## config.mk

```make
export PLATFORM = sky130hd
export DESIGN_NAME = gemm_tile_scheduler
export DESIGN_NICKNAME = d
export VERILOG_FILES = /design/src/rtl/gemm_tile_scheduler.sv
export SDC_FILE = /design/constraint.sdc
export NUM_CORES = 1
export LEC_CHECK = 0
export BUFFER_PORTS_ARGS = -buffer_cell sky130_fd_sc_hd__buf_2
export CORE_MARGIN = 5
export CORE_UTILIZATION = 54
export CTS_CLUSTER_DIAMETER = 120
export DETAILED_ROUTE_END_ITERATION = 7
export PLACE_DENSITY = 0.81
export RECOVER_POWER = 100
export SLEW_MARGIN = 20
export SYNTH_ARGS = -nofsm -noshare
export SYNTH_HDL_FRONTEND = slang
export SYNTH_SLANG_ARGS = --single-unit
```

## constraint.sdc

```tcl
create_clock -name clk -period 7.15 [get_ports clk]
set_clock_uncertainty 0.05 [all_clocks]
set_input_delay 1.0725 -clock clk [delete_from_list [all_inputs] [get_ports clk]]
set_output_delay 1.0725 -clock clk [all_outputs]
set_load 0.02 [all_outputs]
```

## src/rtl/gemm_tile_scheduler.sv

```systemverilog
// GEMM tile job sequencer: config pop, A/B row fetch, compute handshake, C store.
// Optional busy-cycle counter enabled with `define GEMM_PERF_CNT_EN.
module gemm_tile_scheduler #(
    parameter int ADDR_W = 32,
    parameter int DATA_W = 32,
    parameter int CNT_W  = 10
) (
    input  logic              clk,
    input  logic              rst,
    input  logic              conf_empty,
    output logic              read_all_buffers,
    input  logic [ADDR_W-1:0] tile_A_addr,
    input  logic [ADDR_W-1:0] tile_B_addr,
    input  logic [ADDR_W-1:0] tile_C_addr,
    input  logic [ADDR_W-1:0] tile_A_stride,
    input  logic [ADDR_W-1:0] tile_B_stride,
    input  logic [4:0]        ksize,
    input  logic [4:0]        msize,
    input  logic [4:0]        nsize,
    input  logic              store,
    input  logic              overwrite,
    output logic              mem_req,
    output logic              mem_we,
    output logic [ADDR_W-1:0] mem_addr,
    output logic [DATA_W-1:0] mem_wdata,
    input  logic              mem_gnt,
    input  logic              mem_rvalid,
    input  logic [DATA_W-1:0] mem_rdata,
    output logic [DATA_W-1:0] sa_data,
    output logic              sa_a_valid,
    output logic              sa_b_valid,
    output logic              sa_overwrite,
    output logic              sa_start,
    input  logic              sa_done,
    output logic              sa_c_rd,
    input  logic [DATA_W-1:0] sa_c_data,
    output logic              busy,
    output logic              done,
    output logic [31:0]       perf_cycles
);

    typedef enum logic [2:0] {
        IDLE,
        FETCH_REQ,
        FETCH_WAIT,
        COMPUTE,
        STORE_REQ,
        FINISH
    } state_t;

    state_t state, state_nxt;

    logic [ADDR_W-1:0] a_ptr, b_ptr, c_base;
    logic [ADDR_W-1:0] a_stride, b_stride;
    logic [4:0]        k_cnt, k_size, m_size, n_size;
    logic              sel_b;
    logic              store_q, ovw_q;
    logic              started;
    logic [CNT_W-1:0]  st_idx, st_total;
    logic [DATA_W-1:0] sa_data_q;
    logic              a_v_q, b_v_q;

    logic size_zero, k_last, st_last;

    assign size_zero = (ksize == 5'd0) || (msize == 5'd0) || (nsize == 5'd0);
    assign k_last    = (k_cnt + 5'd1) == k_size;
    assign st_total  = CNT_W'(m_size) * CNT_W'(n_size);
    assign st_last   = (st_idx + CNT_W'(1)) == st_total;

    always_ff @(posedge clk or negedge rst) begin
        if (!rst) begin
            state <= IDLE;
        end else begin
            state <= state_nxt;
        end
    end

    always_comb begin
        state_nxt        = state;
        read_all_buffers = 1'b0;
        mem_req          = 1'b0;
        mem_we           = 1'b0;
        mem_addr         = '0;
        mem_wdata        = '0;
        sa_start         = 1'b0;
        sa_c_rd          = 1'b0;
        done             = 1'b0;
        unique case (state)
            IDLE: begin
                // rst term keeps the pop strobe low while reset is held
                if (!conf_empty) begin
                    read_all_buffers = rst;
                    state_nxt = size_zero ? FINISH : FETCH_REQ;
                end
            end
            FETCH_REQ: begin
                mem_req  = 1'b1;
                mem_addr = sel_b ? b_ptr : a_ptr;
                if (mem_gnt) state_nxt = FETCH_WAIT;
            end
            FETCH_WAIT: begin
                if (mem_rvalid) begin
                    state_nxt = (sel_b && k_last) ? COMPUTE : FETCH_REQ;
                end
            end
            COMPUTE: begin
                sa_start = !started;
                if (started && sa_done) begin
                    state_nxt = store_q ? STORE_REQ : FINISH;
                end
            end
            STORE_REQ: begin
                mem_req   = 1'b1;
                mem_we    = 1'b1;
                mem_addr  = c_base + ADDR_W'({st_idx, 2'b00});
                mem_wdata = sa_c_data;
                if (mem_gnt) begin
                    sa_c_rd = 1'b1;
                    if (st_last) state_nxt = FINISH;
                end
            end
            FINISH: begin
                done      = 1'b1;
                state_nxt = IDLE;
            end
            default: state_nxt = IDLE;
        endcase
    end

    always_ff @(posedge clk or negedge rst) begin
        if (!rst) begin
            a_ptr     <= '0;
            b_ptr     <= '0;
            c_base    <= '0;
            a_stride  <= '0;
            b_stride  <= '0;
            k_cnt     <= '0;
            k_size    <= '0;
            m_size    <= '0;
            n_size    <= '0;
            sel_b     <= 1'b0;
            store_q   <= 1'b0;
            ovw_q     <= 1'b0;
            started   <= 1'b0;
            st_idx    <= '0;
            sa_data_q <= '0;
            a_v_q     <= 1'b0;
            b_v_q     <= 1'b0;
        end else begin
            a_v_q <= 1'b0;
            b_v_q <= 1'b0;
            case (state)
                IDLE: begin
                    if (!conf_empty) begin
                        a_ptr    <= tile_A_addr;
                        b_ptr    <= tile_B_addr;
                        c_base   <= tile_C_addr;
                        a_stride <= tile_A_stride;
                        b_stride <= tile_B_stride;
                        k_size   <= ksize;
                        m_size   <= msize;
                        n_size   <= nsize;
                        store_q  <= store;
                        ovw_q    <= overwrite;
                        k_cnt    <= '0;
                        sel_b    <= 1'b0;
                        st_idx   <= '0;
                        started  <= 1'b0;
                    end
                end
                FETCH_WAIT: begin
                    if (mem_rvalid) begin
                        sa_data_q <= mem_rdata;
                        if (sel_b) begin
                            b_v_q <= 1'b1;
                            b_ptr <= b_ptr + b_stride;
                            k_cnt <= k_cnt + 5'd1;
                            sel_b <= 1'b0;
                        end else begin
                            a_v_q <= 1'b1;
                            a_ptr <= a_ptr + a_stride;
                            sel_b <= 1'b1;
                        end
                    end
                end
                COMPUTE: started <= 1'b1;
                STORE_REQ: begin
                    if (mem_gnt) st_idx <= st_idx + CNT_W'(1);
                end
                default: ;
            endcase
        end
    end

    assign sa_data      = sa_data_q;
    assign sa_a_valid   = a_v_q;
    assign sa_b_valid   = b_v_q;
    assign busy         = (state != IDLE);
    assign sa_overwrite = ovw_q && (state != IDLE);

`ifdef GEMM_PERF_CNT_EN
    logic [31:0] perf_q;

    always_ff @(posedge clk or negedge rst) begin
        if (!rst) begin
            perf_q <= '0;
        end else if (busy && (perf_q != 32'hFFFF_FFFF)) begin
            perf_q <= perf_q + 32'd1;
        end
    end

    assign perf_cycles = perf_q;
`else
    assign perf_cycles = 32'd0;
`endif

endmodule

```

=== Word level (Yosys, flattened, before mapping) ===
Index checks and enable logic that the tools add are counted.

* Multipliers: 1
* Add/sub/neg operators: 5
* Reductions and logical operators: 23
* Mux-type cells: 46
* Bitwise logic cells: 1
* Eq/ne operators: 15

{| class="wikitable"
|+ Operators with widths
! kind !! number
|-
| 2-to-1 mux 32 bit || 8
|-
| one-hot mux 32 bit (2 select lines) || 3
|-
| adder 32 bit || 2
|-
| adder 32 x 12 -> 32 bit || 1
|-
| 2-to-1 mux 3 bit || 7
|-
| 2-to-1 mux 10 bit || 2
|-
| one-hot mux 10 bit (2 select lines) || 1
|-
| 2-to-1 mux 1 bit || 17
|-
| != test 2 bit (second input constant) || 8
|-
| zero test 5 bit || 3
|-
| 2-to-1 mux 5 bit || 3
|-
| one-hot mux 3 bit (5 select lines) || 1
|-
| adder 10 x 1 -> 10 bit (second input constant) || 1
|-
| == test 10 bit || 1
|-
| multiplier 5 x 5 -> 10 bit || 1
|-
| one-hot mux 5 bit (2 select lines) || 1
|-
| AND reduction 4 bit || 2
|-
| == test 3 x 2 -> 1 bit (second input constant) || 2
|-
| == test 3 bit (second input constant) || 2
|-
| AND reduction 2 bit || 3
|-
| AND reduction 3 bit || 2
|-
| AND reduction 6 bit || 1
|-
| nonzero test 2 bit || 3
|-
| adder 5 x 1 -> 5 bit (second input constant) || 1
|-
| 11 further kinds || 15
|}

* Output and inout bits: 138
* Flip-flop bits (word level): 231
* Input port bits: 247

=== Longest topological paths before layout ===
Gate-level depths: netlist (run 1).

* Depth in word-level cells: 6
* Gate-level depth with buffers: 16
* Depth with buffers taken out: 16

=== Worst setup path before layout (run 1) ===
Ideal clock, no wire load.

* Path type: reg2reg
* Start point: reg n_size[4]
* End point: reg state[0]
* Path slack: 3195 ps
* Setup time: 125 ps
* Arrival: 3780 ps
* Period minus slack after synthesis: 3955 ps
* Cell stages (with the launch flop): 16
* Required time: 6975 ps
* Cells stage by stage: dfrtp_1 nand2_1 fa_1 fa_1 inv_1 fa_1 ha_1 nor2b_1 o21ai_0 nand2b_1 a21o_1 a21oi_1 xnor2_1 nor4_1 a31oi_1 mux2_2

* Longest elaborated chain between the ends: 4

{| class="wikitable"
|+ Ends and longest elaborated chain
! element !! RTL line !! source
|-
| from (decl) || 55 || <nowiki>logic [4:0] k_cnt, k_size, m_size, n_size;</nowiki>
|-
| from (signal assigned) || 162 || <nowiki>n_size <= nsize;</nowiki>
|-
| multiplier 5 x 5 -> 10 bit || 67 || <nowiki>assign st_total = CNT_W'(m_size) * CNT_W'(n_size);</nowiki>
|-
| == test 10 bit || 68 || <nowiki>assign st_last = (st_idx + CNT_W'(1)) == st_total;</nowiki>
|-
| != test 2 bit (no source line) || - ||
|-
| AND reduction 6 bit (no source line) || - ||
|-
| to (signal assigned) || 74 || <nowiki>state <= state_nxt;</nowiki>
|-
| to (decl) || 51 || <nowiki>state_t state, state_nxt;</nowiki>
|}

Every way passes these cells.
A chain may end at the register's enable or synchronous reset.

=== Worst setup path in the final report (run 1) ===
* Start point: reg st_idx[1]
* End point: out mem_addr[27]

* Longest elaborated chain between the ends: 2

{| class="wikitable"
|+ Ends and longest elaborated chain
! element !! RTL line !! source
|-
| from (decl) || 59 || <nowiki>logic [CNT_W-1:0] st_idx, st_total;</nowiki>
|-
| from (signal assigned) || 188 || <nowiki>if (mem_gnt) st_idx <= st_idx + CNT_W'(1);</nowiki>
|-
| adder 32 x 12 -> 32 bit || 115 || <nowiki>mem_addr = c_base + ADDR_W'({st_idx, 2'b00});</nowiki>
|-
| one-hot mux 32 bit (2 select lines) || 88 || <nowiki>unique case (state)</nowiki>
|-
| to (decl) || 24 || <nowiki>output logic [ADDR_W-1:0] mem_addr,</nowiki>
|}

Every way passes these cells.

==> results of run 1 <==
## synthesized netlist by cell type, drive strengths merged, types with 3 or more instances
| cell type | instances | area [um2] |
|---|---|---|
| a31oi | 21 | 146 |
| inv | 44 | 165 |
| a211o | 3 | 26.3 |
| mux2i | 38 | 380 |
| and2 | 20 | 125 |
| fa | 12 | 240 |
| o211ai | 12 | 100 |
| dfrtp | 231 | 5780 |
| clkbuf | 53 | 199 |
| o22ai | 32 | 200 |
| xnor2 | 67 | 587 |
| a22o | 4 | 35.0 |
| and3 | 58 | 368 |
| clkinv | 3 | 11.3 |
| nand3b | 3 | 22.5 |
| a21boi | 3 | 22.5 |
| nor3 | 33 | 165 |
| nand3 | 30 | 150 |
| or3 | 5 | 31.3 |
| ha | 92 | 1150 |
| o31a | 3 | 27.5 |
| a21o | 27 | 206 |
| o21bai | 9 | 67.6 |
| o21ai | 108 | 544 |
| a21oi | 119 | 596 |
| nor2 | 100 | 375 |
| xor2 | 30 | 263 |
| nand2 | 139 | 522 |
| nor4 | 3 | 18.8 |
| o31ai | 7 | 57.6 |
| nand4 | 11 | 68.8 |
| a211oi | 10 | 85.1 |
| mux2 | 145 | 1630 |
| o21a | 11 | 90.1 |
| nand2b | 16 | 100 |
| nor3b | 8 | 60.1 |
| nor2b | 14 | 87.6 |
| buf | 49 | 318 |
## through the flow
step                area (um2)   util  std cells
finish                   18100  0.648       2327
detailed placement       17300  0.619       2278
global placement         17300  0.619       2278
global route             18100  0.648       2327
CTS                      18300  0.655       2326
floorplan                15400      -       1637
## path summary, 6_finish.rpt
path / start / endpoint / slack [ns] / cells after the start
max: st_idx[1] / mem_addr[27] / 1.78 / 11
min: sa_data[8] / sa_data[8] / 0.45 / 1
max reg2reg: state[2] / a_ptr[24] / 2.09 / 5
min reg2reg: sa_data[8] / sa_data[8] / 0.45 / 1
max in group asynchronous: rst / sel_b / 2.19 / 2
min in group asynchronous: rst / c_base[30] / 0.49 / 1
## registers in the layout (all words and copies together) (netlist names), 5 cells and up
register and count:
b_ptr 32, b_stride 32, n_size 5, a_ptr 32, st_idx 10, k_cnt 5, a_stride 32, c_base 32
m_size 5, sa_data 32, k_size 5
## placed cells by master (no fill, tap or decap), drive strengths merged, types with 9 or more instances in the layout
master  instances
dfrtp         231
mux2          145
buf           256
nand2         139
inv            44
o22ai          32
o21a           11
a21oi         119
nor2          100
a21o           27
ha             92
a211oi         10
nand4          11
nor2b          14
fa             12
xor2           30
xnor2          67
nand3          30
conb           32
clkinv         10
nand2b         16
clkbuf        141
o21ai         108
o211ai         12
o21bai          9
and2           20
a31oi          21
mux2i          38
and3           58
nor3           33
## power by group
part / leakage (uW) / internal [uW] / total (uW) / switching, uW
combinational: 0.00509 / 2630 / 6070 / 3440
clock: 0.000489 / 979 / 1540 / 559
sequential: 0.00277 / 1940 / 2620 / 679
total: 0.00835 / 5550 / 10200 / 4670
## logic make-up (layout without fill, tap and decap cells)
kind of cell | after synthesis | count (layout) | share of synthesized area
xor+xnor | 97 | 97 | 0.0554
mux | 183 | 183 | 0.131
fa+ha+maj | 104 | 104 | 0.0907
other cells | 1 | 33 | 0.000245
buf+inv | 149 | 460 | 0.0452
simple gates | 448 | 448 | 0.141
compound gates | 393 | 393 | 0.159
flops | 231 | 231 | 0.377
## area by class of cell
class,count,area [um2]
Clock inverter,16,260
Clock buffer,32,734
Fill cell,2414,9820
Inverter,47,176
Sequential cell,231,5780
Antenna cell,1,2.50
Tap cell,378,473
Multi-Input combinational cell,1257,8960
Timing Repair Buffer,365,1720
## worst reg2reg max path, stage by stage (launching register included)
cell and delay (ns):
dfrtp_1 0.97, nor2b_1 0.24, nand2b_2 0.12, clkbuf_1 2.74, nand3_1 0.53, o211ai_1 0.32
## metal layers
layer  global-route usage  wire, um  vias to the layer above
li1                     -         -                     6351
met1                0.367     19000                     6519
met2                0.511     23300                      610
met3               0.0649      4290                      109
met4                0.105      1990                        2
met5                    0         7                        -
==> results.yml, run 1 <==
sta:
  min_period_ns: 5.37
  rsz0062_at_grt: "false"
  fin_tns_setup_ns: 0
  postLayoutSetupSlackWorst_ns: 1.78
  fin_crit_sh: 0.752
  hold_viol_final: 0
  setup_violations: 0
  maxSlewHeadroom: -1.68
  slew_violations: 305
  max_freq_mhz: 186
  worst_hold_slack_ns: 0.452
  worstMarginPinSlew_ns: 4.02
place:
  preCtsSetupSlack_ns: 2.85
  gp_congestion: 0.970
  dp_hpwl_um: 38200
  io_buffer_count: 352
floorplanning:
  die_area_um2: 31900
  die_w_um: 179
  die_h_um: 179
  row_count: 61
  core_um2: 27900
  start_util: 0.549
  io_pins: 385
clock_tree:
  cts_buffers: 26
  post-cts-setup-buffers: 0
  cts_root_buf: "clkbuf_16"
  cts.path.max_buffers: 3
  cts.sinks: 231
  cts.clk_slew.worst_paths_ns: 0.07
  htree_levels: 1
  cts_tree: "done"
  insertion_delay_ns: 0.54
  hold_buffers: 0
  cts_resized: 0
outcome:
  violations: "max-capacitance violations, max-slew violations"
  status: "complete, but fails checks"
critical_path:
  critical_path_required_ns: 6.03
  cp.arrival_ns: 4.25
  slowest_stage: "o31ai_1"
  cp_max_fo: 9
  end_kind: "output pin"
  crit_chain: "ha_1 -> a21o_1 -> a21oi_1 -> o21ai_0 -> a21oi_1 -> o21ai_0 -> o31ai_1 -> nor3b_1 -> xnor2_1 -> o22ai_1 -> clkbuf_1"
  worstSetupPathType: "reg2out"
  crit_family: "compound AO/OA/AOI/OAI gates"
  max_stage_delay_ns: 1.18
  worstSetupStartpointType: "flop"
  critical_path.n_buffers_inverters: 1
routing:
  drc: 0
  wl_per_cell_um: 20.9
  vias: 13600
  drt-vias-per-instance: 5.84
  detail-route-antenna-nets: 0
  drt-initial-drc-count: 904
  drt_wl_total_um: 48600
  first_pass_iters: 6
synth:
  netlist_instances: 1606
  yosysUniqueCellTypes: 78
  avgSynthCellArea_um2: 9.55
  synth_edf_count: 0
  ys_ff_latch: 231
  ys_seq_area_frac: 0.377
  yosys_most_used_dff: "dfrtp_1"
  async_flop_share: 1.00
  netlist_area_um2: 15300
  yosysWarnings: 0
global_route:
  grt_pass1_vias: 13600
  antenna_found_initial: 2
  grt_max_degree: 92
  grt_pass1_wl_um: 74100
  grt_use_total: 0.296
  grt_overflow: 0
layout:
  syn_to_final_growth_pct: 18.1
  nets: 2279
  layout-drive-gt1-share: 0.240
power_and_ir_drop:
  power_density_nw_per_um2: 564
  vdd.ir_drop.worst_mv: 0.279
  power.total_uw: 10200
  power.leakage_uw: 0.00835
worst_hold_path:
  hold_class: "reg2reg"
job:
  maxCapViolations: 6
Power figures use the tool's default switching activity.
==> run 2, diff against run 1 <==
ABC_AREA = 1   (was not set)
CORE_UTILIZATION = 50   (was 54)
PLACE_DENSITY = 0.78   (was 0.81)
clock period = 4.75 ns   (was 7.15 ns; I/O delays follow)
==> run 2 against run 1 <==
The flow still finishes with violations (max-capacitance violations, max-slew violations). Setup slack got worse by 1.1 ns. Die area rose by 15%. Synthesized cell count rose by 50%. Area after synthesis rose by 7.2%. Power rose by 42%. Global-route usage rose by 1.4 points. Clock power rose by 47%. First-iteration DRC count rose by 50%. Final cell count rose by 37%. Worst hold slack got worse by 0.43 ns. Critical path depth rose by 2. Flip-flop and latch count did not move. Critical path type is now reg2reg.
==> results.yml, run 2 <==
synth:
  ys_ff_latch: 231
  ys_seq_area_frac: 0.352
  synthMostInstantiatedCell: "nand2_1"
  async_flop_share: 1.00
  yosys-top-cells-count: "nand2_1, inv_1, dfrtp_1, nor2_1, o21ai_0"
  yosysUniqueCellTypes: 49
  synth_area_leaders: "dfrtp_1, nand2_1, ha_1, inv_1, o21ai_0"
  synth_top_area_cell: "dfrtp_1"
  yosysWarnings: 0
  netlist_instances: 2403
  synth_edf_count: 0
  synth_top_area_frac: 0.352
  avgSynthCellArea_um2: 6.84
  yosys_most_used_dff: "dfrtp_1"
  netlist_area_um2: 16400
critical_path:
  cp.depth: 13
  cp.arrival_ns: 4.46
  cp_max_fo: 34
  max_stage_delay_ns: 0.67
  rr_endpoint: "a_ptr[5]"
  critical_path_required_ns: 5.17
  crit_start: "state[2]"
  crit_chain: "inv_1 -> nand2_1 -> nor2_4 -> inv_1 -> nor2_4 -> inv_1 -> nand2_1 -> inv_1 -> nor2_1 -> inv_1 -> a21oi_1 -> o21ai_0 -> o21a_1"
  end_kind: "flop"
  endpoint: "a_ptr[5]"
  slowest_stage: "inv_1"
  path_common_cell: "inv_1"
  reg2reg_depth: 13
  critical_path.n_buffers_inverters: 5
  reg2reg_from: "state[2]"
  crit_family: "buffers and inverters"
  worstSetupPathType: "reg2reg"
  worstSetupStartpointType: "flop"
  ff2ff_setup_slack_ns: 0.71
layout:
  final_common_cell: "nand2_1"
  syn_to_final_growth_pct: 17.2
  multi_input_area_um2: 9290
  seq_area_um2: 5780
  fin_util: 0.593
  nets: 3074
  layout-drive-gt1-share: 0.113
  fillCellCount: 3220
  final_cell_mix: "nand2_1, inv_1, buf_2, dfrtp_1, nor2_1"
sta:
  maxSlewHeadroom: -0.990
  hold_viol_final: 0
  min_period_ns: 4.04
  max_freq_mhz: 248
  setup_violations: 0
  rsz0062_at_grt: "false"
  fin_tns_setup_ns: 0
  worstMarginPinSlew_ns: 2.98
  fin_crit_sh: 0.850
  slew_violations: 242
place:
  gp_congestion: 1.02
  io_buffer_count: 352
  dp_hpwl_um: 46900
floorplanning:
  core_um2: 32500
  die_area_um2: 36600
  die_w_um: 191
  start_util: 0.506
  row_count: 66
  die_h_um: 191
  io_pins: 385
clock_tree:
  hold_buffers: 0
  cts_tree: "done"
  cts_root_buf: "clkbuf_16"
  cts.path.max_buffers: 3
  cts.clk_slew.worst_paths_ns: 0.06
  cts_buffers: 28
  insertion_delay_ns: 0.58
  htree_levels: 1
  post-cts-setup-buffers: 0
  cts.sinks: 231
  cts_resized: 0
routing:
  wl_per_cell_um: 18.7
  detail-route-antenna-nets: 0
  drt_wl_total_um: 59700
  drc: 0
  first_pass_iters: 6
  vias: 17200
  drt-vias-per-instance: 5.39
  drt-initial-drc-count: 1360
job:
  maxCapViolations: 4
outcome:
  status: "complete, but fails checks"
  violations: "max-capacitance violations, max-slew violations"
global_route:
  grt_pass1_wl_um: 89500
  grt_use_total: 0.311
  grt_overflow: 0
  grt_pass1_vias: 16300
  grt_max_degree: 112
  antenna_found_initial: 3
power_and_ir_drop:
  vdd.ir_drop.worst_mv: 0.392
  power.leakage_uw: 0.0101
  power_density_nw_per_um2: 754
worst_hold_path:
  hold_class: "in2async"
[run 2: worst min-delay path by stage]
stage / from / to / cells past startpoint / slack [ns]
finish: rst / a_stride[8] / 1 / 0.03
global route: rst / a_stride[8] / 1 / 0.06
global placement: sa_data[17] / sa_data[17] / 2 / 0.40
CTS: rst / a_stride[8] / 1 / 0.04
detailed placement: sa_data[15] / sa_data[15] / 2 / 0.40
floorplan: rst / a_ptr[0] / 0 / 0.37
[run 2: kinds of logic after synthesis]
logic type,Yosys count,synth area share
compound gates,432,0.151
xor+xnor,32,0.0171
fa+ha+maj,104,0.0847
buf+inv,354,0.0896
flops,231,0.352
other cells,1,0.000228
simple gates,1249,0.306
[run 2: per-layer routing]
layer  track usage  routed length [um]  vias up
li1              -                   -     8367
met3        0.0643                5300       89
met1         0.428               25900     8036
met2         0.496               26600      702
met5             0                   0        -
met4        0.0945                1880        0
[run 2: final cells by class]
type,count,share of cell area
clock inverters,7,0.00643
well taps,442,0.0287
clock buffers,43,0.0440
inverters,248,0.0483
diodes,3,0.000390
flip-flops and latches,231,0.300
repair buffers,365,0.0893
multi-input cells,1849,0.483
[run 2: per-stage QoR]
step           total power, uW  worst slack (ns)  cells  hold WS [ns]  instance area [um2]
5_1_grt                  15600             0.297   3188        0.0573                19300
2_1_floorplan             9420              1.25   2434         0.367                16500
6_report                 14500             0.712   3188        0.0262                19300
3_5_place_dp             12200             0.828   3135         0.403                18400
3_3_place_gp             12100             0.974   3135         0.400                18400
4_1_cts                  14500             0.732   3185        0.0447                19400
[run 2: where the power goes]
part	total, uW	switching [uW]	internal [uW]	leakage [uW]
logic	8500	5830	2670	0.00681
clock network	2270	889	1380	0.000474
registers	3750	892	2860	0.00287
==> run 3, diff against run 2 <==
ABC_AREA = 0   (was 1)
CORE_UTILIZATION = 49   (was 50)
GPL_ROUTABILITY_DRIVEN = 0   (was not set)
PLACE_DENSITY = 0.77   (was 0.78)
==> run 3 against run 2 <==
The run still ends with max-capacitance violations, max-slew violations left. Design area down 5.9%. Final cell count decreased by 26%. Worst hold slack improved by 0.053 ns. Flip-flop and latch count unchanged. Sequential share of layout area rose by 1.9 points. Via count fell by 21%. Clock power decreased by 7%. Critical endpoint is now sa_c_rd. Largest power group unchanged.
==> results.yml, run 3 (same netlist as run 1, synthesis figures left out) <==
global_route:
  top_usage_layer: "met2"
  grt_pass1_wl_um: 75900
  grt_max_degree: 80
  use_met3: 0.0629
  grt_use_met1: 0.338
  grtUsageMet2: 0.461
  grt_use_total: 0.269
  grt_overflow: 0
  antenna_found_initial: 12
  grt_pass1_vias: 13600
floorplanning:
  core_um2: 30700
  die_h_um: 187
  io_pins: 385
  row_count: 64
  start_util: 0.499
  die_area_um2: 34900
  die_w_um: 187
critical_path:
  max_stage_delay_ns: 0.63
  worstSetupStartpointType: "flop"
  end_kind: "output pin"
  crit_start: "state[1]"
  cp.arrival_ns: 3.77
  worstSetupPathType: "reg2out"
  crit_chain: "nor2_1 -> clkbuf_1 -> nand2_1 -> buf_4 -> clkinv_1 -> nand2_1 -> clkinv_1 -> clkbuf_2"
  slowest_stage: "dfrtp_1"
  reg2reg_from: "state[2]"
  critical_path_required_ns: 3.99
  cp_max_fo: 34
layout:
  syn_to_final_growth_pct: 18.2
  final_common_cell: "buf_2"
  seq_area_um2: 5780
  fillCellCount: 2737
  multi_input_area_um2: 8980
  final_cell_mix: "buf_2, dfrtp_1, mux2_2, nand2_1, a21oi_1"
  fin_area_um2: 18100
  nets: 2287
  layout-drive-gt1-share: 0.246
clock_tree:
  cts.sinks: 231
  cts_root_buf: "clkbuf_16"
  cts_buffers: 27
  cts.clk_slew.worst_paths_ns: 0.07
  insertion_delay_ns: 0.55
  hold_buffers: 0
  cts_tree: "done"
  cts.path.max_buffers: 3
  htree_levels: 1
power_and_ir_drop:
  vdd.ir_drop.worst_mv: 0.386
  power_density_nw_per_um2: 841
  power.leakage_uw: 0.00836
sta:
  max_freq_mhz: 221
  min_period_ns: 4.53
  slew_violations: 235
  postLayoutSetupSlackWorst_ns: 0.217
  fin_tns_setup_ns: 0
  hold_viol_final: 0
  worst_hold_slack_ns: 0.0790
  setup_violations: 0
  worstMarginPinSlew_ns: 3.19
  rsz0062_at_grt: "false"
  fin_crit_sh: 0.954
  maxSlewHeadroom: -1.13
routing:
  drt-initial-drc-count: 1007
  first_pass_iters: 5
  drt_wl_total_um: 49000
  wl_per_cell_um: 20.8
  drc: 0
  vias: 13600
  detail-route-antenna-nets: 0
  drt-vias-per-instance: 5.78
job:
  maxCapViolations: 5
place:
  placed_area_um2: 17400
  preCtsSetupSlack_ns: 0.441
  io_buffer_count: 352
  dp_hpwl_um: 38400
worst_hold_path:
  hold_class: "in2async"
outcome:
  violations: "max-capacitance violations, max-slew violations"
  status: "complete, but fails checks"
==> run 3: cell types whose count changed in the layout (fill, tap and decap cells not counted), moves of 53 or more <==
cell | before | now
mux2_2 | 0 | 145
nand3_1 | 112 | 30
nand2_1 | 873 | 139
nor2_1 | 186 | 100
inv_1 | 245 | 44
o21ai_0 | 161 | 105
xnor2_1 | 14 | 67
and3_1 | 1 | 57
==> run 3: layer usage <==
layer  share of wire  up-vias
met2            0.48      635
met5          0.0023        -
met3           0.087      115
met4           0.040       16
li1                -     6384
met1            0.39     6469
==> run 3: worst paths after layout <==
kind	slack [ns]	end	cells after the start
setup reg to reg	0.30	b_stride[19]	6
min in group clk	0.34	a_stride[1]	3
setup / recovery	0.22	sa_c_rd	8
max in group asynchronous	1.12	b_ptr[23]	2
hold reg to reg	0.46	k_cnt[4]	2
hold / removal	0.08	c_base[30]	1
==> run 3: final cells by class <==
type / instances / area share
flip-flops and latches: 231 / 0.319
inverters: 47 / 0.00974
multi-input cells: 1257 / 0.496
repair buffers: 372 / 0.0980
diodes: 4 / 0.000552
well taps: 396 / 0.0273
clock buffers: 37 / 0.0427
clock inverters: 12 / 0.00684
==> run 3: through the flow <==
step / util / cells / power, uW
2_1_floorplan: - / 1637 / 10700
3_3_place_gp: 0.565 / 2303 / 12800
3_5_place_dp: 0.565 / 2303 / 13100
4_1_cts: 0.594 / 2352 / 15300
5_1_grt: 0.589 / 2356 / 16400
6_report: 0.589 / 2356 / 15200
==> run 3: repair_timing <==
item | 4_1_cts | 5_1_grt
setup endpoints to repair | 0 | 5
gates resized for setup | 0 | 1
setup buffers | 0 | 0
==> run 3: worst max-delay path: cells and delay by family, from the launching register on <==
family	cells	cell delay [ns]
DFF	1	0.63
and+or+nand+nor	3	0.73
buffers and inverters	5	1.84
==> run 3: report_power, final <==
part	leakage, uW	internal (uW)	switching [uW]
Sequential	0.00277	2920	1010
Combinational	0.00514	3960	5230
Clock	0.000445	1250	867
Total	0.00836	8120	7110
